### src/rtl/shift_arbiter_if.sv
// Request/response bundle for shift_arbiter: two request channels (packed per port)
// and one registered response channel.
interface shift_arbiter_if #(
  parameter int TAG_W = 4
);
  logic [1:0]            req_valid;
  logic [1:0]            req_ready;
  logic [1:0][31:0]      req_d;
  logic [1:0][4:0]       req_shamt;
  logic [1:0]            req_right;
  logic [1:0]            req_arith;
  logic [1:0][TAG_W-1:0] req_tag;
  logic                  resp_valid;
  logic                  resp_ready;
  logic [31:0]           resp_data;
  logic                  resp_src;
  logic [TAG_W-1:0]      resp_tag;

  modport master (
    output req_valid, req_d, req_shamt, req_right, req_arith, req_tag, resp_ready,
    input  req_ready, resp_valid, resp_data, resp_src, resp_tag
  );

  modport slave (
    input  req_valid, req_d, req_shamt, req_right, req_arith, req_tag, resp_ready,
    output req_ready, resp_valid, resp_data, resp_src, resp_tag
  );
endinterface

### src/rtl/shift_arbiter.sv
// Two-port round-robin arbiter sharing one 32-bit barrel shifter, 1-cycle registered response.
// Optional grant statistics: define SHIFT_ARB_STATS_EN to build grant_cnt0/grant_cnt1.

// Per-port ready/accept. ready looks only at the other port's valid and the
// round-robin pointer, so a requester never sees ready react to its own valid.
module shift_arbiter_port (
  input  logic slot_free,
  input  logic valid,
  input  logic other_valid,
  input  logic tie_win,
  output logic ready,
  output logic accept
);
  assign ready  = slot_free & (~other_valid | tie_win);
  assign accept = valid & ready;
endmodule

module shift_arbiter #(
  parameter int TAG_W = 4,
  parameter int CNT_W = 16
) (
  input  logic             clk,
  input  logic             rst,
`ifdef SHIFT_ARB_STATS_EN
  output logic [CNT_W-1:0] grant_cnt0,
  output logic [CNT_W-1:0] grant_cnt1,
`endif
  shift_arbiter_if.slave   bus
);
  localparam int NUM_PORTS = 2;

  if (CNT_W < 1) begin : g_bad_cnt_w
    $error("shift_arbiter: CNT_W must be at least 1");
  end

  function automatic logic [31:0] barrel(input logic [31:0] d, input logic [4:0] sh,
                                         input logic right, input logic arith);
    logic [31:0] r;
    if (!right)     r = d << sh;
    else if (arith) r = 32'($signed(d) >>> sh);
    else            r = d >> sh;
    return r;
  endfunction

  logic                  resp_valid_q;
  logic                  resp_src_q;
  logic [31:0]           resp_data_q;
  logic [TAG_W-1:0]      resp_tag_q;
  logic                  last_grant;

  logic                  slot_free;
  logic [NUM_PORTS-1:0]  slot_free_v;
  logic [NUM_PORTS-1:0]  other_valid;
  logic [NUM_PORTS-1:0]  tie_win;
  logic [NUM_PORTS-1:0]  ready;
  logic [NUM_PORTS-1:0]  accept;
  logic                  any_accept;
  logic                  sel;
  logic [31:0]           shifted;

  assign slot_free   = ~resp_valid_q | bus.resp_ready;
  assign slot_free_v = {NUM_PORTS{slot_free}};
  assign other_valid = {bus.req_valid[0], bus.req_valid[1]};
  // Port 0 wins a tie when port 1 went last, and vice versa.
  assign tie_win     = {~last_grant, last_grant};

  shift_arbiter_port u_port [NUM_PORTS-1:0] (
    .slot_free   (slot_free_v),
    .valid       (bus.req_valid),
    .other_valid (other_valid),
    .tie_win     (tie_win),
    .ready       (ready),
    .accept      (accept)
  );

  assign bus.req_ready = ready;
  assign any_accept    = |accept;
  assign sel           = accept[1];
  assign shifted       = barrel(bus.req_d[sel], bus.req_shamt[sel],
                                bus.req_right[sel], bus.req_arith[sel]);

  always_ff @(posedge clk or posedge rst) begin
    if (rst) begin
      resp_valid_q <= 1'b0;
      resp_data_q  <= '0;
      resp_src_q   <= 1'b0;
      resp_tag_q   <= '0;
      last_grant   <= 1'b1;
    end else if (any_accept) begin
      resp_valid_q <= 1'b1;
      resp_data_q  <= shifted;
      resp_src_q   <= sel;
      resp_tag_q   <= bus.req_tag[sel];
      last_grant   <= sel;
    end else if (bus.resp_ready) begin
      resp_valid_q <= 1'b0;
    end
  end

  assign bus.resp_valid = resp_valid_q;
  assign bus.resp_data  = resp_data_q;
  assign bus.resp_src   = resp_src_q;
  assign bus.resp_tag   = resp_tag_q;

`ifdef SHIFT_ARB_STATS_EN
  logic [NUM_PORTS-1:0][CNT_W-1:0] cnt;

  // Saturating: stop at all-ones rather than wrap.
  always_ff @(posedge clk or posedge rst) begin
    if (rst) begin
      cnt <= '0;
    end else begin
      for (int i = 0; i < NUM_PORTS; i++)
        if (accept[i] && cnt[i] != {CNT_W{1'b1}}) cnt[i] <= cnt[i] + CNT_W'(1);
    end
  end

  assign grant_cnt0 = cnt[0];
  assign grant_cnt1 = cnt[1];
`endif
endmodule
### src/flat_wrapper.sv
// flat-port wrapper written by rule: the top's interface ports become plain ports
module shift_arbiter_flat 
#(
  parameter int TAG_W = 4,
  parameter int CNT_W = 16
)
  (clk, rst, bus_req_valid, bus_req_d, bus_req_shamt, bus_req_right, bus_req_arith, bus_req_tag, bus_resp_ready, bus_req_ready, bus_resp_valid, bus_resp_data, bus_resp_src, bus_resp_tag);
  shift_arbiter_if #(.TAG_W(TAG_W)) bus_i ();
  input  logic clk;
  input  logic rst;
  input wire logic [$bits(bus_i.req_valid)-1:0] bus_req_valid;
  input wire logic [$bits(bus_i.req_d)-1:0] bus_req_d;
  input wire logic [$bits(bus_i.req_shamt)-1:0] bus_req_shamt;
  input wire logic [$bits(bus_i.req_right)-1:0] bus_req_right;
  input wire logic [$bits(bus_i.req_arith)-1:0] bus_req_arith;
  input wire logic [$bits(bus_i.req_tag)-1:0] bus_req_tag;
  input wire logic [$bits(bus_i.resp_ready)-1:0] bus_resp_ready;
  output wire logic [$bits(bus_i.req_ready)-1:0] bus_req_ready;
  output wire logic [$bits(bus_i.resp_valid)-1:0] bus_resp_valid;
  output wire logic [$bits(bus_i.resp_data)-1:0] bus_resp_data;
  output wire logic [$bits(bus_i.resp_src)-1:0] bus_resp_src;
  output wire logic [$bits(bus_i.resp_tag)-1:0] bus_resp_tag;
  assign bus_i.req_valid = bus_req_valid;
  assign bus_i.req_d = bus_req_d;
  assign bus_i.req_shamt = bus_req_shamt;
  assign bus_i.req_right = bus_req_right;
  assign bus_i.req_arith = bus_req_arith;
  assign bus_i.req_tag = bus_req_tag;
  assign bus_i.resp_ready = bus_resp_ready;
  assign bus_req_ready = bus_i.req_ready;
  assign bus_resp_valid = bus_i.resp_valid;
  assign bus_resp_data = bus_i.resp_data;
  assign bus_resp_src = bus_i.resp_src;
  assign bus_resp_tag = bus_i.resp_tag;
  shift_arbiter #(.TAG_W(TAG_W), .CNT_W(CNT_W)) u_core (.clk(clk), .rst(rst), .bus(bus_i));
endmodule
### config.mk
export PLATFORM = sky130hd
export DESIGN_NAME = shift_arbiter_flat
export DESIGN_NICKNAME = d
export VERILOG_FILES = /design/src/rtl/shift_arbiter_if.sv /design/src/rtl/shift_arbiter.sv /design/src/flat_wrapper.sv
export SDC_FILE = /design/constraint.sdc
export NUM_CORES = 1
export LEC_CHECK = 0
export CORE_ASPECT_RATIO = 0.6
export CORE_MARGIN = 5
export CORE_UTILIZATION = 35
export DETAILED_ROUTE_END_ITERATION = 10
export GPL_ROUTABILITY_DRIVEN = 0
export PLACE_DENSITY_LB_ADDON = 0.15
export SYNTH_ARGS = -nofsm -noshare
export SYNTH_HDL_FRONTEND = slang
export SYNTH_SLANG_ARGS = --single-unit
### constraint.sdc
create_clock -name clk -period 2.5 [get_ports clk]
set_input_delay 0.625 -clock clk [delete_from_list [all_inputs] [get_ports clk]]
set_output_delay 0.625 -clock clk [all_outputs]
set_load 0.01 [all_outputs]
==> impl_metrics.prom <==
# TYPE chip_impl_metric gauge
chip_impl_metric{name="cts_buffers",unit=""} 5
chip_impl_info{name="worst_path_dominant_cell_family",value="compound AO/OA/AOI/OAI gates"} 1
chip_impl_metric{name="multi_input_comb_area",unit="um2"} 7320
chip_impl_metric{name="crit_arrival",unit="ns"} 2.68
chip_impl_metric{name="fin_nets",unit=""} 1457
chip_impl_metric{name="route.antenna.remaining_nets",unit=""} 0
chip_impl_metric{name="via_per_inst",unit=""} 6.24
chip_impl_metric{name="grt_pass1_vias",unit=""} 10000
chip_impl_metric{name="p_int",unit="mW"} 3.09
chip_impl_info{name="synth_top_cells_by_count",value="mux2i_1, nand2_1, nor2_1"} 1
chip_impl_info{name="outcome",value="complete, but fails checks"} 1
chip_impl_metric{name="synth_xor_area_frac",unit=""} 0
chip_impl_metric{name="seqPwrFrac",unit=""} 0.161
chip_impl_metric{name="pin_slew_with_the_least_headroom_to_its_limit",unit="ns"} 0.578
chip_impl_metric{name="synthSimpleGateAreaFrac",unit=""} 0.159
chip_impl_metric{name="die_height",unit="um"} 129
chip_impl_metric{name="synth.area.mux_share",unit=""} 0.468
chip_impl_metric{name="layout-drive-gt1-share",unit=""} 0.482
chip_impl_metric{name="layout_worst_path_cycle_share",unit=""} 1.00
chip_impl_info{name="synth_area_leader_cell",value="mux4_2"} 1
chip_impl_metric{name="pwr-share-clk",unit=""} 0.132
chip_impl_info{name="worstHoldPathType",value="reg -> reg"} 1
chip_impl_metric{name="fin_crit",unit="ns"} 2.50
chip_impl_metric{name="floorplan.initialDensity",unit=""} 0.357
chip_impl_metric{name="io-pin-count",unit=""} 131
chip_impl_metric{name="clk-insertion-delay-late",unit="ns"} 0.29
chip_impl_metric{name="power.net_switching",unit="mW"} 2.26
chip_impl_info{name="crit_path_top_delay_cell",value="mux4_2"} 1
chip_impl_metric{name="cp_max_stage_delay",unit="ns"} 0.53
chip_impl_metric{name="residual_drc_count",unit=""} 0
chip_impl_metric{name="setup_total_negative_slack",unit="ns"} -0.00268
chip_impl_metric{name="layout.core_utilization",unit=""} 0.592
chip_impl_metric{name="area_delta_synth_final",unit="%"} 65.8
chip_impl_metric{name="cap_violations",unit=""} 0
chip_impl_metric{name="synth_enable_flop_cells",unit=""} 0
chip_impl_info{name="worstSetupStartpointType",value="primary input"} 1
chip_impl_metric{name="vias",unit=""} 10500
chip_impl_metric{name="post-dp-hpwl",unit="um"} 33400
chip_impl_metric{name="power.share.combinational",unit=""} 0.707
chip_impl_metric{name="reg2reg_slack",unit="ns"} -0.002
chip_impl_metric{name="post-place-cells",unit=""} 1619
chip_impl_info{name="synthTopCellsByArea",value="mux4_2, mux2i_1, dfrtp_1, mux2_2, nand2_1"} 1
chip_impl_metric{name="synth-compound-area-share",unit=""} 0.179
chip_impl_metric{name="die_w",unit="um"} 209
chip_impl_metric{name="grt_antenna_before_repair",unit=""} 1
chip_impl_metric{name="setup-violations-final",unit=""} 2
chip_impl_metric{name="htree_levels",unit=""} 2
chip_impl_info{name="post-synth-top-count-cell",value="mux2i_1"} 1
chip_impl_metric{name="hold_viol",unit=""} 0
chip_impl_info{name="worstSetupEndpointType",value="register"} 1
chip_impl_metric{name="clock_tree.buffer_depth",unit=""} 2
chip_impl_metric{name="stdcell_count",unit=""} 1682
chip_impl_metric{name="clock.fmax",unit="MHz"} 400
chip_impl_metric{name="post_synth_design_cell_area",unit="um2"} 8300
chip_impl_metric{name="postCtsHoldBufs",unit=""} 0
chip_impl_metric{name="grt_pass1_wl",unit="um"} 64300
chip_impl_metric{name="synth.net_count",unit=""} 1019
chip_impl_metric{name="worst-endpoint-required",unit="ns"} 2.68
chip_impl_metric{name="core_area",unit="um2"} 23200
chip_impl_info{name="critical_path.cell_chain",value="clkdlybuf4s15_2, mux4_2, o32a_1, a41oi_4, buf_6, nand2_1, a221o_1"} 1
chip_impl_metric{name="final_global_route_overflow_total",unit=""} 0
chip_impl_metric{name="total_wirelength_of_the_detailed_routed_design",unit="um"} 43500
chip_impl_metric{name="cts.reportedPaths.clkPinSlew",unit="ns"} 0.06
chip_impl_metric{name="drtIter0Drc",unit=""} 1466
chip_impl_metric{name="placement.setup.worst_slack",unit="ns"} -0.701
chip_impl_info{name="dominantRegCellSynth",value="dfrtp_1"} 1
chip_impl_metric{name="placed_area",unit="um2"} 12200
chip_impl_info{name="violations_in_the_final_reports",value="negative setup slack"} 1
chip_impl_metric{name="synth_cell_types",unit=""} 80
chip_impl_metric{name="switching_share",unit=""} 0.422
chip_impl_metric{name="post-route-cell-area",unit="um2"} 13800
chip_impl_metric{name="seq_area",unit="um2"} 977
chip_impl_metric{name="total_leakage_power",unit="nW"} 6.02
chip_impl_metric{name="syn_avg_cell_area",unit="um2"} 8.94
chip_impl_metric{name="yosysSeqAreaShare",unit=""} 0.118
chip_impl_metric{name="groute.usage.overall",unit=""} 0.310
chip_impl_metric{name="timing.critical_path.buf_inv",unit=""} 2
chip_impl_metric{name="vdd_drop_max",unit="mV"} 0.318
chip_impl_metric{name="cp_max_fo",unit=""} 8
chip_impl_metric{name="die_area",unit="um2"} 27000
chip_impl_metric{name="yosysWarningCount",unit=""} 0
chip_impl_info{name="cts_root_buf",value="clkbuf_16"} 1
chip_impl_info{name="cts_tree",value="done"} 1
chip_impl_metric{name="design_power_total",unit="mW"} 5.34
chip_impl_metric{name="layout.filler_cells",unit=""} 2040
chip_impl_metric{name="flops_latches_synth",unit=""} 39
chip_impl_metric{name="clock_sink_count",unit=""} 39
chip_impl_metric{name="post_synthesis_instance_total",unit=""} 928
chip_impl_metric{name="drt-wirelength-per-cell",unit="um"} 25.9
chip_impl_metric{name="synth_async_sr_flop_share",unit=""} 1.00
chip_impl_metric{name="fin_skew",unit="ns"} 0.00469
chip_impl_metric{name="final-max-slew-violation-count",unit=""} 0
chip_impl_metric{name="firstDrtPassIters",unit=""} 6
chip_impl_metric{name="antennaDiodeCount",unit=""} 0
chip_impl_info{name="main_combinational_cell_family_by_area_after_synthesis",value="multiplexers"} 1
chip_impl_metric{name="post-route-worst-setup-slack",unit="ns"} -0.00229
chip_impl_metric{name="holdWs",unit="ns"} 0.498
chip_impl_metric{name="rows",unit=""} 43
chip_impl_info{name="grt_setup_unrepaired",value="true"} 1
chip_impl_metric{name="place.port_buffers",unit=""} 130
chip_impl_metric{name="yosys.area.top_type_share",unit=""} 0.223
chip_impl_metric{name="grt_max_degree",unit=""} 40
chip_impl_metric{name="power.density_cell_area",unit="nW/um2"} 388
chip_impl_info{name="type_of_the_worst_setup_path",value="in -> reg"} 1
chip_impl_metric{name="synth_adder_area_share",unit=""} 0
chip_impl_metric{name="slew_headroom",unit=""} 0.612
worst paths after layout:
check,to,startpoint,cells after the start
max,u_core.bus.resp_data[1],bus_req_d[26],7
min,u_core.bus.resp_data[12],u_core.bus.resp_data[12],1
max reg2reg,u_core.bus.resp_data[13],u_core.last_grant,10
min reg2reg,u_core.bus.resp_data[12],u_core.bus.resp_data[12],1
max in group asynchronous,u_core.last_grant,rst,3
min in group asynchronous,u_core.bus.resp_data[5],rst,3
placed cells by master (no fill, tap or decap), types with 8 or more instances in the layout:
cell type / instances
nor2_1: 93
dfrtp_1: 38
mux2i_2: 15
a31oi_1: 17
buf_12: 33
mux4_2: 82
o211ai_1: 8
a21oi_2: 8
nand3_1: 21
buf_6: 20
o22ai_1: 9
dlymetal6s2s_1: 14
mux2_2: 33
nor3_1: 14
nor2_2: 10
mux2_4: 15
clkdlybuf4s50_1: 64
nand2_1: 100
nand4_1: 13
mux2i_1: 112
dlygate4sd2_1: 30
buf_4: 332
o21ai_1: 12
o21ai_0: 40
a21oi_1: 30
mux2i_4: 18
metal layers:
layer,share of wire,GRT usage,up-vias
li1,-,-,4521
met1,0.43,0.461,5042
met2,0.39,0.417,814
met3,0.16,0.127,111
met4,0.028,0.0667,2
met5,0.00030,0,-
cells by family after synthesis:
logic type | after synthesis
compound gates | 218
simple gates | 295
flops | 39
mux | 275
buf+inv | 101
flip-flops by register name, indices dropped and copies added (netlist names):
signal and flops:
u_core.bus.resp_valid 1, u_core.last_grant 1, u_core.bus.resp_tag 4, u_core.bus.resp_data 32
u_core.bus.resp_src 1
power by group through the flow:
stage	logic (mW)	registers, mW	clock network (mW)
floorplan	1.48	0.893	0
global placement	3.17	0.868	0
detailed placement	3.17	0.866	0
CTS	3.48	0.858	0.713
global route	3.93	0.873	0.747
finish	3.78	0.858	0.707
final cells by class:
class | count | area share
well taps | 315 | 0.0286
clock inverters | 1 | 0.000546
repair buffers | 523 | 0.353
multi-input cells | 789 | 0.532
flip-flops and latches | 39 | 0.0710
inverters | 8 | 0.00282
clock buffers | 7 | 0.0111
timing repair:
action                                  in CTS  in global routing
gates cloned                                 6                  2
resized for setup                          171                106
endpoints found under the setup margin      34                 32
hold endpoints to repair                     0                  0
setup buffers                               24                 23
pin swaps                                   19                 22
No activity file was read; power rests on OpenSTA's default activity.
